===== src/rtl/chroma_key_pipe.sv =====
// Chroma-key compositor: 3-cycle fixed latency, no backpressure (advances every cycle), shadowed controls at SOF.
// Define SOFT_EDGE_EN for the alpha-ramp soft edge; default build is a hard key with a direct fg/bg mux.
module chroma_key_pipe #(
  parameter int DW           = 10,
  parameter int MARGIN_SHIFT = 2,
  parameter int SOFT_BITS    = 4,
  parameter int CNT_W        = 20,
  parameter int FILL         = 2,
  parameter int TH_RST       = 512
) (
  input  logic             iCLK27,
  input  logic             iRST,
  input  logic             iValid,
  input  logic             iSOF,
  input  logic [DW-1:0]    iRed,
  input  logic [DW-1:0]    iGreen,
  input  logic [DW-1:0]    iBlue,
  input  logic [DW-1:0]    imR,
  input  logic [DW-1:0]    imG,
  input  logic [DW-1:0]    imB,
  input  logic [DW-1:0]    thG,
  input  logic             videoEnable,
  input  logic             imageEnable,
  output logic             oValid,
  output logic [DW-1:0]    oRed,
  output logic [DW-1:0]    oGreen,
  output logic [DW-1:0]    oBlue,
  output logic             oKey,
  output logic [CNT_W-1:0] oKeyCount
);

  localparam int AW = SOFT_BITS + 1;
  localparam logic [AW-1:0] FULL = AW'(1 << SOFT_BITS);
  localparam logic [CNT_W-1:0] CNT_MAX = '1;

  typedef struct packed {
    logic [DW-1:0] r;
    logic [DW-1:0] g;
    logic [DW-1:0] b;
  } pix_t;

  // shadow controls; the SOF pixel itself already uses the freshly captured values
  logic          load;
  logic [DW-1:0] th_sh, th_eff;
  logic          ven_sh, ien_sh, ven_eff, ien_eff;

  assign load    = iValid & iSOF;
  assign th_eff  = load ? thG : th_sh;
  assign ven_eff = load ? videoEnable : ven_sh;
  assign ien_eff = load ? imageEnable : ien_sh;

  always_ff @(posedge iCLK27 or posedge iRST) begin
    if (iRST) begin
      th_sh  <= DW'(TH_RST);
      ven_sh <= 1'b1;
      ien_sh <= 1'b1;
    end else if (load) begin
      th_sh  <= thG;
      ven_sh <= videoEnable;
      ien_sh <= imageEnable;
    end
  end

  // S1: saturating green differences
  pix_t          fg1, bg1;
  logic [DW-1:0] dgr1, dgb1, th1;
  logic          v1, sof1, ven1, ien1;

  always_ff @(posedge iCLK27 or posedge iRST) begin
    if (iRST) begin
      fg1 <= '0; bg1 <= '0; dgr1 <= '0; dgb1 <= '0; th1 <= '0;
      v1 <= 1'b0; sof1 <= 1'b0; ven1 <= 1'b0; ien1 <= 1'b0;
    end else begin
      fg1  <= '{iRed, iGreen, iBlue};
      bg1  <= '{imR, imG, imB};
      dgr1 <= (iGreen > iRed)  ? iGreen - iRed  : '0;
      dgb1 <= (iGreen > iBlue) ? iGreen - iBlue : '0;
      th1  <= th_eff;
      v1   <= iValid;
      sof1 <= load;
      ven1 <= ven_eff;
      ien1 <= ien_eff;
    end
  end

  // S2: key decision
  logic [DW-1:0] m2;
  pix_t          fg2, bg2;
  logic          v2, sof2, ven2, ien2;

  assign m2 = th1 >> MARGIN_SHIFT;

`ifdef SOFT_EDGE_EN
  logic [DW-1:0]        mn;
  logic signed [DW:0]   e;
  logic [AW-1:0]        alpha_c, alpha2;

  always_comb begin
    mn      = (dgr1 < dgb1) ? dgr1 : dgb1;
    e       = $signed({1'b0, mn}) - $signed({1'b0, m2});
    alpha_c = '0;
    if (fg1.g <= th1 || e <= 0)
      alpha_c = '0;
    else if (e >= $signed((DW+1)'(1 << SOFT_BITS)))
      alpha_c = FULL;
    else
      alpha_c = e[AW-1:0];
  end

  always_ff @(posedge iCLK27 or posedge iRST) begin
    if (iRST) alpha2 <= '0;
    else      alpha2 <= alpha_c;
  end
`else
  logic key_c, key2;

  assign key_c = (fg1.g > th1) & (dgr1 > m2) & (dgb1 > m2);

  always_ff @(posedge iCLK27 or posedge iRST) begin
    if (iRST) key2 <= 1'b0;
    else      key2 <= key_c;
  end
`endif

  always_ff @(posedge iCLK27 or posedge iRST) begin
    if (iRST) begin
      fg2 <= '0; bg2 <= '0; v2 <= 1'b0; sof2 <= 1'b0; ven2 <= 1'b0; ien2 <= 1'b0;
    end else begin
      fg2 <= fg1; bg2 <= bg1; v2 <= v1; sof2 <= sof1; ven2 <= ven1; ien2 <= ien1;
    end
  end

  // S3: blend and source select
  pix_t mix3, out3;
  logic key3, k3;

`ifdef SOFT_EDGE_EN
  function automatic logic [DW-1:0] blend(input logic [DW-1:0] f, input logic [DW-1:0] b,
                                          input logic [AW-1:0] a);
    logic [DW+SOFT_BITS:0] acc;
    acc = (DW+SOFT_BITS+1)'(f) * (DW+SOFT_BITS+1)'(FULL - a)
        + (DW+SOFT_BITS+1)'(b) * (DW+SOFT_BITS+1)'(a);
    return DW'(acc >> SOFT_BITS);
  endfunction

  assign key3 = (alpha2 != '0);
  assign mix3 = '{blend(fg2.r, bg2.r, alpha2), blend(fg2.g, bg2.g, alpha2), blend(fg2.b, bg2.b, alpha2)};
`else
  assign key3 = key2;
  assign mix3 = key2 ? bg2 : fg2;
`endif

  always_comb begin
    out3 = '{DW'(FILL), DW'(FILL), DW'(FILL)};
    k3   = 1'b0;
    case ({ven2, ien2})
      2'b11: begin out3 = mix3; k3 = key3; end
      2'b10: out3 = fg2;
      2'b01: out3 = bg2;
      default: ;
    endcase
  end

  logic [CNT_W-1:0] cnt;
  logic             seen_sof;

  always_ff @(posedge iCLK27 or posedge iRST) begin
    if (iRST) begin
      oValid <= 1'b0; oKey <= 1'b0;
      oRed <= '0; oGreen <= '0; oBlue <= '0;
    end else begin
      oValid <= v2;
      oKey   <= v2 & k3;
      if (v2) begin
        oRed   <= out3.r;
        oGreen <= out3.g;
        oBlue  <= out3.b;
      end
    end
  end

  // a partial frame after reset is never reported: the first SOF publishes 0
  always_ff @(posedge iCLK27 or posedge iRST) begin
    if (iRST) begin
      cnt       <= '0;
      oKeyCount <= '0;
      seen_sof  <= 1'b0;
    end else if (v2 & sof2) begin
      oKeyCount <= seen_sof ? cnt : '0;
      cnt       <= CNT_W'(k3);
      seen_sof  <= 1'b1;
    end else if (v2 & k3 & (cnt != CNT_MAX)) begin
      cnt <= cnt + 1'b1;
    end
  end

endmodule

===== config.mk =====
export PLATFORM = sky130hd
export DESIGN_NAME = chroma_key_pipe
export DESIGN_NICKNAME = d
export VERILOG_FILES = /design/src/rtl/chroma_key_pipe.sv
export SDC_FILE = /design/constraint.sdc
export NUM_CORES = 1
export LEC_CHECK = 0
export ABC_AREA = 1
export CAP_MARGIN = 40
export CORE_ASPECT_RATIO = 0.6
export CORE_MARGIN = 2
export CORE_UTILIZATION = 40
export DETAILED_ROUTE_END_ITERATION = 10
export HOLD_SLACK_MARGIN = 0.02
export PLACE_DENSITY = 0.69
export SYNTH_ARGS = -nofsm -noshare
export SYNTH_HDL_FRONTEND = slang
export SYNTH_SLANG_ARGS = --single-unit

===== constraint.sdc =====
create_clock -name iCLK27 -period 9.1 [get_ports iCLK27]
set_clock_uncertainty 0.05 [all_clocks]
set_input_delay 2.73 -clock iCLK27 [delete_from_list [all_inputs] [get_ports iCLK27]]
set_output_delay 2.73 -clock iCLK27 [all_outputs]
set_load 0.005 [all_outputs]

## Word level (Yosys, flattened, before mapping)

Cells that the tools add are included.

| storage, ports and cells | value |
|---|---|
| register bits | 244 |
| output and inout bits | 52 |
| word-level logic and storage cells | 65 |
| input port bits | 76 |

| operators by class | value |
|---|---|
| mux-type cells | 11 |
| add/subtract/negate cells | 3 |
| reductions and logical operators | 1 |
| equality and inequality tests | 4 |
| bitwise operators | 6 |
| $lt $le $gt $ge | 5 |

Operator list:

| cell | count |
|---|---|
| $pmux W30 S3 | 1 |
| $mux W20 | 3 |
| $gt A10 B10 Y1 | 3 |
| $mux W10 | 3 |
| $mux W30 | 1 |
| $add A20 B1 Y20 const B | 1 |
| $gt A10 B8 Y1 | 2 |
| $ne A20 B20 Y1 const B | 1 |
| $sub A10 B10 Y10 | 2 |
| $and A1 B1 Y1 | 6 |
| $eq A2 B2 Y1 const B | 2 |
| $mux W1 | 3 |
| $eq A2 B1 Y1 const B | 1 |
| $reduce_bool A2 Y1 | 1 |

## Logic depth before layout (Yosys ltp)

Gate-level depths: netlist of run 1.

| logic depth | value |
|---|---|
| depth after elaboration | 6 |
| gate-level depth with buffers | 11 |
| gate-level depth less buffers | 11 |

## Worst setup path before layout of run 1

No wires, ideal clock.

| timing path | value |
|---|---|
| path type | in2reg |
| from | in iGreen[0] |
| to | reg dgb1[8] |
| cell stages on the path | 9 |
| library setup time | 0.128 ns |
| data required time | 8.922 ns |
| buffers on the path | 0 |
| path slack | 4.943 ns |
| arrival time | 3.979 ns |
| cell sequence | inv_1 > ha_1 > fa_1 > o21ai_0 > nand2_1 > nand3_1 > nand2_1 > inv_1 > nor2_1 |

| on the way | value |
|---|---|
| cells in the longest elaborated chain, start to end | 2 |
| elaborated cells between the ends (all ways) | 3 |
| classes of those cells | 1 x add/sub; 1 x order compare; 1 x mux |

Ends and longest elaborated chain:

| item | RTL line | text |
|---|---|---|
| start: declaration | 16 | `input logic [DW-1:0] iGreen,` |
| $sub A10 B10 Y10 / $gt A10 B10 Y1 (equally long branches) | 77 | `dgb1 <= (iGreen > iBlue) ? iGreen - iBlue : '0;` |
| $mux W10 (*) | 77 |  |
| end signal: assignment | 77 |  |
| end: declaration | 66 | `logic [DW-1:0] dgr1, dgb1, th1;` |

Mark *: on every way between the ends. The rest lies on a longest branch, timed or not.
A chain may end at the register's enable or synchronous reset.

## Final worst setup path of run 1

| timing path | value |
|---|---|
| from | in iGreen[1] |
| to | reg dgb1[8] |

Same word-level chain as after synthesis.

==> flow_metrics.py, run 1 <==
metrics = {
    "finish": {
        "final-instance-count-excl-fill": 1483,
        "diodes": 0,
        "mostFrequentLayoutCell": "sky130_fd_sc_hd__nand2_1",
        "layout_cell_area_excl_fill_mm2": 0.01217,
        "layout.cells.most_common_list": "sky130_fd_sc_hd__nand2_1, sky130_fd_sc_hd__dfrtp_1, sky130_fd_sc_hd__clkdlybuf4s50_1, sky130_fd_sc_hd__inv_1, sky130_fd_sc_hd__nor2_1",
        "num-fill-cells": 2150,
        "finalNetCount": 1269,
        "area.growth.synth_to_final_pct": 24.80,
        "drive_gt1_share_pct": 5.340,
    },
    "drt": {
        "post_route_ant_nets": 0,
        "detail_route.wl_per_cell_um": 16.14,
        "initialDrtViolationCount": 626,
        "firstDrtPassIters": 5,
        "routed_wirelength_um": 23940,
        "route.vias.total": 7196,
        "drt_via_density": 4.852,
        "drc_viols": 0,
    },
    "timing": {
        "timing_max_transition_violations_final": 0,
        "final_period_minus_worst_setup_slack_ns": 4.519,
        "max_clock_freq_mhz": 221.3,
        "hold_violations": 0,
        "setup_viol": 0,
        "fin_setup_tns_ns": 0,
        "timing.final.crit_share_pct": 49.66,
        "slew_headroom_pct": 54.21,
        "worst_margin_slew_ns": 0.6868,
        "rsz0062_at_grt": "false",
        "finalHoldWorstSlack_ns": 0.2826,
    },
    "cts": {
        "path_clk_slew_ns": 0.06,
        "cts-htree-levels": 1,
        "clock_path_buffers": 3,
        "cts_buffers": 23,
        "numClockSinks": 235,
        "tritoncts": "yes",
        "cts_resized": 0,
        "clkLatencyLatePin_ns": 0.52,
        "cts.repair_timing.setup_buffer_count": 0,
        "ctsHoldBuffers": 0,
        "cts_root_buffer": "sky130_fd_sc_hd__clkbuf_16",
    },
    "die": {
        "y_dimension_of_the_die_um": 124.9,
        "die_w_um": 205.5,
        "die-area_mm2": 0.02568,
        "core-area_mm2": 0.02406,
        "floorplan.initialDensity_pct": 40.52,
        "floorplan.rows": 44,
        "pin_count": 128,
    },
    "worst_hold_path": {
        "timing.hold.worst.start": "bg1[15]",
        "worst_hold_path_type": "reg -> reg",
        "timing.hold.worst_endpoint": "bg2[15]",
        "worstHoldPathCells": 0,
    },
    "worst_setup_path": {
        "critical_path.max_stage_delay_ns": 0.63,
        "critPathCaptureType": "flip-flop",
        "worstSetupPathType": "in -> reg",
        "critPathRequiredTime_ns": 9.49,
        "reg2reg_to": "cnt[11]",
        "arrival_ns": 4.90,
        "kind_of_start_point_of_the_critical_path": "input port",
        "cell_depth_of_the_worst_flop_to_flop_path": 8,
        "timing.critical_path.fanout_max": 4,
        "timing.critical_path.cells": "clkdlybuf4s50_1, inv_1, fa_1, o21ai_0, nand2_1, nand2_1, nand2_1, nand2_1, inv_1, nor2_1",
        "crit-reg2reg-launch": "cnt[1]",
        "timing.critical_path.slowest_stage_cell": "sky130_fd_sc_hd__clkdlybuf4s50_1",
        "cp.buffers_inverters": 3,
        "timing.critical_path.mode_cell": "sky130_fd_sc_hd__nand2_1",
        "path_delay_family": "buffers and inverters",
        "regToRegSetupSlack_ns": 6.96,
    },
    "synthesis": {
        "postSynthRegisterBits": 235,
        "syn_inst": 1007,
        "ys_warn_count": 0,
        "synth-seq-area-share_pct": 60.36,
        "net_count_synth": 1132,
        "synth_cell_type_count": 33,
        "syn_area_mm2": 0.009748,
        "syn_avg_cell_area_um2": 9.680,
    },
    "power_and_ir_drop": {
        "pwr_density_cell_mw_per_mm2": 203.6,
        "leakage_nw": 5.929,
        "worst_ir_drop_vdd_v": 0.0001440,
    },
    "global_routing": {
        "grt_antenna_before_repair": 1,
        "grt-ovfl-total": 0,
        "grt_pass1_vias": 7101,
        "first_pass_grt_wire_length_um": 38670,
        "grt.total_usage_pct": 19.36,
        "grt_start_max_net_pins": 57,
    },
    "placed_design": {
        "placed_cells": 1441,
        "placedInstanceArea_mm2": 0.01140,
        "place.port_buffers": 127,
        "place_hpwl_um": 17850,
        "routabilityCongestion": 0.9323,
    },
    "job": {
        "timing.max_cap.violations": 0,
    },
    "run_status": {
        "status": "finished clean",
    },
}
## cell families (layout without fill, tap and decap cells)
group / count (synthesis) / after routing / share of synthesized area (%)
buf+inv: 134 / 288 / 5.429
simple gates: 473 / 473 / 19.72
compound gates: 107 / 107 / 7.239
flops: 235 / 235 / 60.36
fa+ha+maj: 49 / 49 / 6.443
xor+xnor: 9 / 9 / 0.8087
## per-stage QoR
stage / setup slack, ns / utilization, % / power, mW
after global placement: 4.052 / 47.22 / 1.528
after CTS: 4.534 / 50.57 / 2.497
after detailed placement: 4.008 / 47.37 / 1.538
final: 4.581 / 50.57 / 2.477
after global routing: 4.319 / 50.57 / 2.601
after floorplan: 3.245 / - / 1.376
## worst max-delay path by stage
stage | startpoint | to | slack, ns | cells past startpoint
floorplan | iRST | bg1[0] | 3.24 | 1
global route | iRST | dgr1[0] | 4.32 | 4
detailed placement | iRST | bg1[17] | 4.01 | 4
global placement | iRST | bg1[22] | 4.05 | 4
finish | iGreen[1] | dgb1[8] | 4.58 | 10
CTS | iRST | dgr1[0] | 4.53 | 4
## metal layers
layer | global-route usage (%) | share of wire (%)
met1 | 31.65 | 52
met2 | 26.72 | 39
met3 | 3.454 | 6.8
met4 | 3.555 | 1.5
met5 | 0 | 0
## report_power, final
group	internal (mW)	leakage [nW]	switching [mW]	total [mW]
Sequential	1.12	2.90	0.0379	1.16
Clock	0.553	0.374	0.402	0.956
Combinational	0.160	2.66	0.201	0.361
Total	1.84	5.93	0.641	2.48
## state kept, by name, summed over array words and instances, names as in the netlist, 10 cells and up
signal,count
fg1,30
bg2,30
oBlue,10
oKeyCount,20
bg1,30
oRed,10
oGreen,10
cnt,20
fg2,30
dgr1,10
th1,10
dgb1,10
## synth_stat cells (all sizes together)
library cell,count,share of area [%]
o21ai,38,2.0
o31ai,16,1.2
clkinv,1,0.038
clkbuf,14,0.54
dfrtp,232,60
nand3b,9,0.69
nand4,3,0.19
ha,47,6.0
a22o,27,2.4
xor2,6,0.54
nand2,323,12
a21oi,16,0.82
nor4,1,0.064
xnor2,3,0.27
dfstp,3,0.81
a21o,1,0.077
nor3b,3,0.23
nand3,50,2.7
nor2,81,3.2
buf,9,0.62
nor3,3,0.15
fa,2,0.41
a211oi,1,0.077
o21bai,8,0.62
inv,110,4.2
## final cells by class
cell class | instances | area [um^2] | area share [%]
clock buffers | 30 | 631.9 | 5.194
clock inverters | 12 | 137.6 | 1.131
inverters | 111 | 420.4 | 3.456
multi-input cells | 638 | 3337 | 27.43
flip-flops and latches | 235 | 5884 | 48.37
well taps | 322 | 402.9 | 3.312
repair buffers | 135 | 1351 | 11.11
No activity file was read; power rests on OpenSTA's default activity.
==> inputs of run 2 (changes only) <==
Clock period 9.1 ns to 4.1 ns, I/O delays scaled along.
==> run 2 against run 1 <==
  * Clock-buffer cell count grew 2
  * Die area unchanged
  * Via count is 1.9% lower
  * Sequential share of layout area decreased by 0.46 points
  * Non-clock buffer count decreased by 1
  * Critical path depth rose by 1
  * Critical path type unchanged
  * Largest cell class unchanged
==> flow_metrics.py, run 2 (synthesized netlist as in run 1, its figures left out) <==
metrics = {
    "run_status": {
        "status": "finished clean",
    },
    "drt": {
        "firstDrtPassIters": 5,
        "post_route_ant_nets": 0,
        "route.vias.total": 7062,
        "drt_via_density": 4.759,
        "drc_viols": 0,
        "routed_wirelength_um": 23900,
        "detail_route.wl_per_cell_um": 16.11,
        "initialDrtViolationCount": 519,
    },
    "placed_design": {
        "placedInstanceArea_mm2": 0.01141,
        "place.port_buffers": 127,
        "placement.setup.worst_slack_ns": 0.6547,
        "routabilityCongestion": 0.8838,
        "place_hpwl_um": 17600,
    },
    "worst_setup_path": {
        "kind_of_start_point_of_the_critical_path": "input port",
        "worstSetupPathType": "in -> reg",
        "cell_depth_of_the_worst_flop_to_flop_path": 8,
        "critPathRequiredTime_ns": 4.49,
        "timing.critical_path.fanout_max": 3,
        "timing.critical_path.mode_cell": "sky130_fd_sc_hd__nand2_1",
        "setup.worst_path.start": "iGreen[0]",
        "timing.critical_path.cells": "clkdlybuf4s50_1, inv_1, ha_1, fa_1, o21ai_0, nand2_1, nand2_1, nand2_1, nand2_1, inv_1, nor2_1",
        "crit-reg2reg-launch": "cnt[1]",
        "path_delay_family": "adder cells",
        "reg2reg_to": "cnt[7]",
        "critPathCaptureType": "flip-flop",
        "timing.critical_path.slowest_stage_cell": "sky130_fd_sc_hd__clkdlybuf4s50_1",
        "critical_path.max_stage_delay_ns": 0.47,
        "cp.buffers_inverters": 3,
        "regToRegSetupSlack_ns": 1.96,
        "arrival_ns": 3.31,
    },
    "finish": {
        "area.growth.synth_to_final_pct": 26.00,
        "layout_cell_area_excl_fill_mm2": 0.01228,
        "finalNetCount": 1269,
        "mostFrequentLayoutCell": "sky130_fd_sc_hd__nand2_1",
        "drive_gt1_share_pct": 5.512,
        "layout.cells.most_common_list": "sky130_fd_sc_hd__nand2_1, sky130_fd_sc_hd__dfrtp_1, sky130_fd_sc_hd__clkdlybuf4s50_1, sky130_fd_sc_hd__inv_1, sky130_fd_sc_hd__nor2_1",
    },
    "cts": {
        "cts_root_buffer": "sky130_fd_sc_hd__clkbuf_16",
        "cts_buffers": 24,
        "clock_path_buffers": 3,
        "path_clk_slew_ns": 0.06,
        "numClockSinks": 235,
        "cts_resized": 0,
        "cts.repair_timing.setup_buffer_count": 0,
        "cts-htree-levels": 1,
        "ctsHoldBuffers": 0,
        "tritoncts": "yes",
        "clkLatencyLatePin_ns": 0.52,
    },
    "power_and_ir_drop": {
        "totalPowerFinal_mw": 5.738,
        "worst_ir_drop_vdd_v": 0.0002522,
        "pwr_density_cell_mw_per_mm2": 467.2,
        "leakage_nw": 5.983,
    },
    "timing": {
        "rsz0062_at_grt": "false",
        "finalHoldWorstSlack_ns": 0.2869,
        "setup_viol": 0,
        "max_clock_freq_mhz": 342.7,
        "final_period_minus_worst_setup_slack_ns": 2.918,
        "hold_violations": 0,
        "timing.final.crit_share_pct": 71.17,
        "postLayoutSetupSlackWorst_ns": 1.182,
        "worst_margin_slew_ns": 0.6451,
        "slew_headroom_pct": 56.95,
        "fin_setup_tns_ns": 0,
        "timing_max_transition_violations_final": 0,
    },
    "job": {
        "timing.max_cap.violations": 0,
    },
    "global_routing": {
        "grt_pass1_vias": 6812,
        "grt.total_usage_pct": 19.22,
        "grt_antenna_before_repair": 2,
        "grt_start_max_net_pins": 85,
        "first_pass_grt_wire_length_um": 37970,
        "grt-ovfl-total": 0,
    },
    "die": {
        "floorplan.initialDensity_pct": 40.52,
        "core-area_mm2": 0.02406,
        "floorplan.rows": 44,
        "pin_count": 128,
        "die-area_mm2": 0.02568,
        "die_w_um": 205.5,
        "y_dimension_of_the_die_um": 124.9,
    },
    "worst_hold_path": {
        "worst_hold_path_type": "reg -> reg",
        "timing.hold.worst_endpoint": "fg2[1]",
        "timing.hold.worst.start": "fg1[1]",
        "worstHoldPathCells": 0,
    },
}
[run 2: worst reg2reg max path, stage by stage, from the launching register on]
cell and delay (ns):
sky130_fd_sc_hd__dfrtp_1 0.44, sky130_fd_sc_hd__ha_1 0.24, sky130_fd_sc_hd__nand3_2 0.12, sky130_fd_sc_hd__nor2_2 0.24, sky130_fd_sc_hd__nand3_2 0.12, sky130_fd_sc_hd__nand2_2 0.34
sky130_fd_sc_hd__nand2_1 0.30, sky130_fd_sc_hd__nand2_1 0.13, sky130_fd_sc_hd__nand2_1 0.05
[run 2: worst max path at each step]
stage                         end  slack (ns)  depth (start not counted)
after global placement    dgb1[8]        0.70                         11
final                     dgb1[8]        1.18                         11
after detailed placement  dgb1[8]        0.65                         11
after CTS                 dgb1[8]        1.19                         11
after global routing      dgb1[8]        0.89                         11
after floorplan            bg1[0]       -0.26                          1
[run 2: metal layers]
layer | track usage [%] | part of all wire, % | vias up
li1 | - | - | 3496
met1 | 32.31 | 52 | 3332
met2 | 25.03 | 38 | 193
met3 | 3.977 | 7.4 | 41
met4 | 3.682 | 2.1 | 0
met5 | 0 | 0 | -
[run 2: metrics by stage]
| stage | instances | utilization (%) |
|---|---|---|
| global route | 1483 | 51.05 |
| detailed placement | 1440 | 47.41 |
| finish | 1484 | 51.06 |
| floorplan | 1007 | - |
| CTS | 1483 | 51.05 |
| global placement | 1440 | 47.41 |
[run 2: final cells by class]
cell class | instances | area, um^2
timing repair buffer | 134 | 1361
multi-input combinational | 638 | 3337
inverter | 111 | 420.4
fill | 2132 | 11780
sequential | 235 | 5884
clock buffer | 32 | 690.7
clock inverter | 11 | 183.9
tap | 322 | 402.9
antenna | 1 | 2.502
[run 2: report_power, final]
part	switching, mW	leakage [nW]	internal (mW)
clock network	0.918	0.428	1.44
logic	0.438	2.66	0.357
registers	0.0877	2.90	2.49
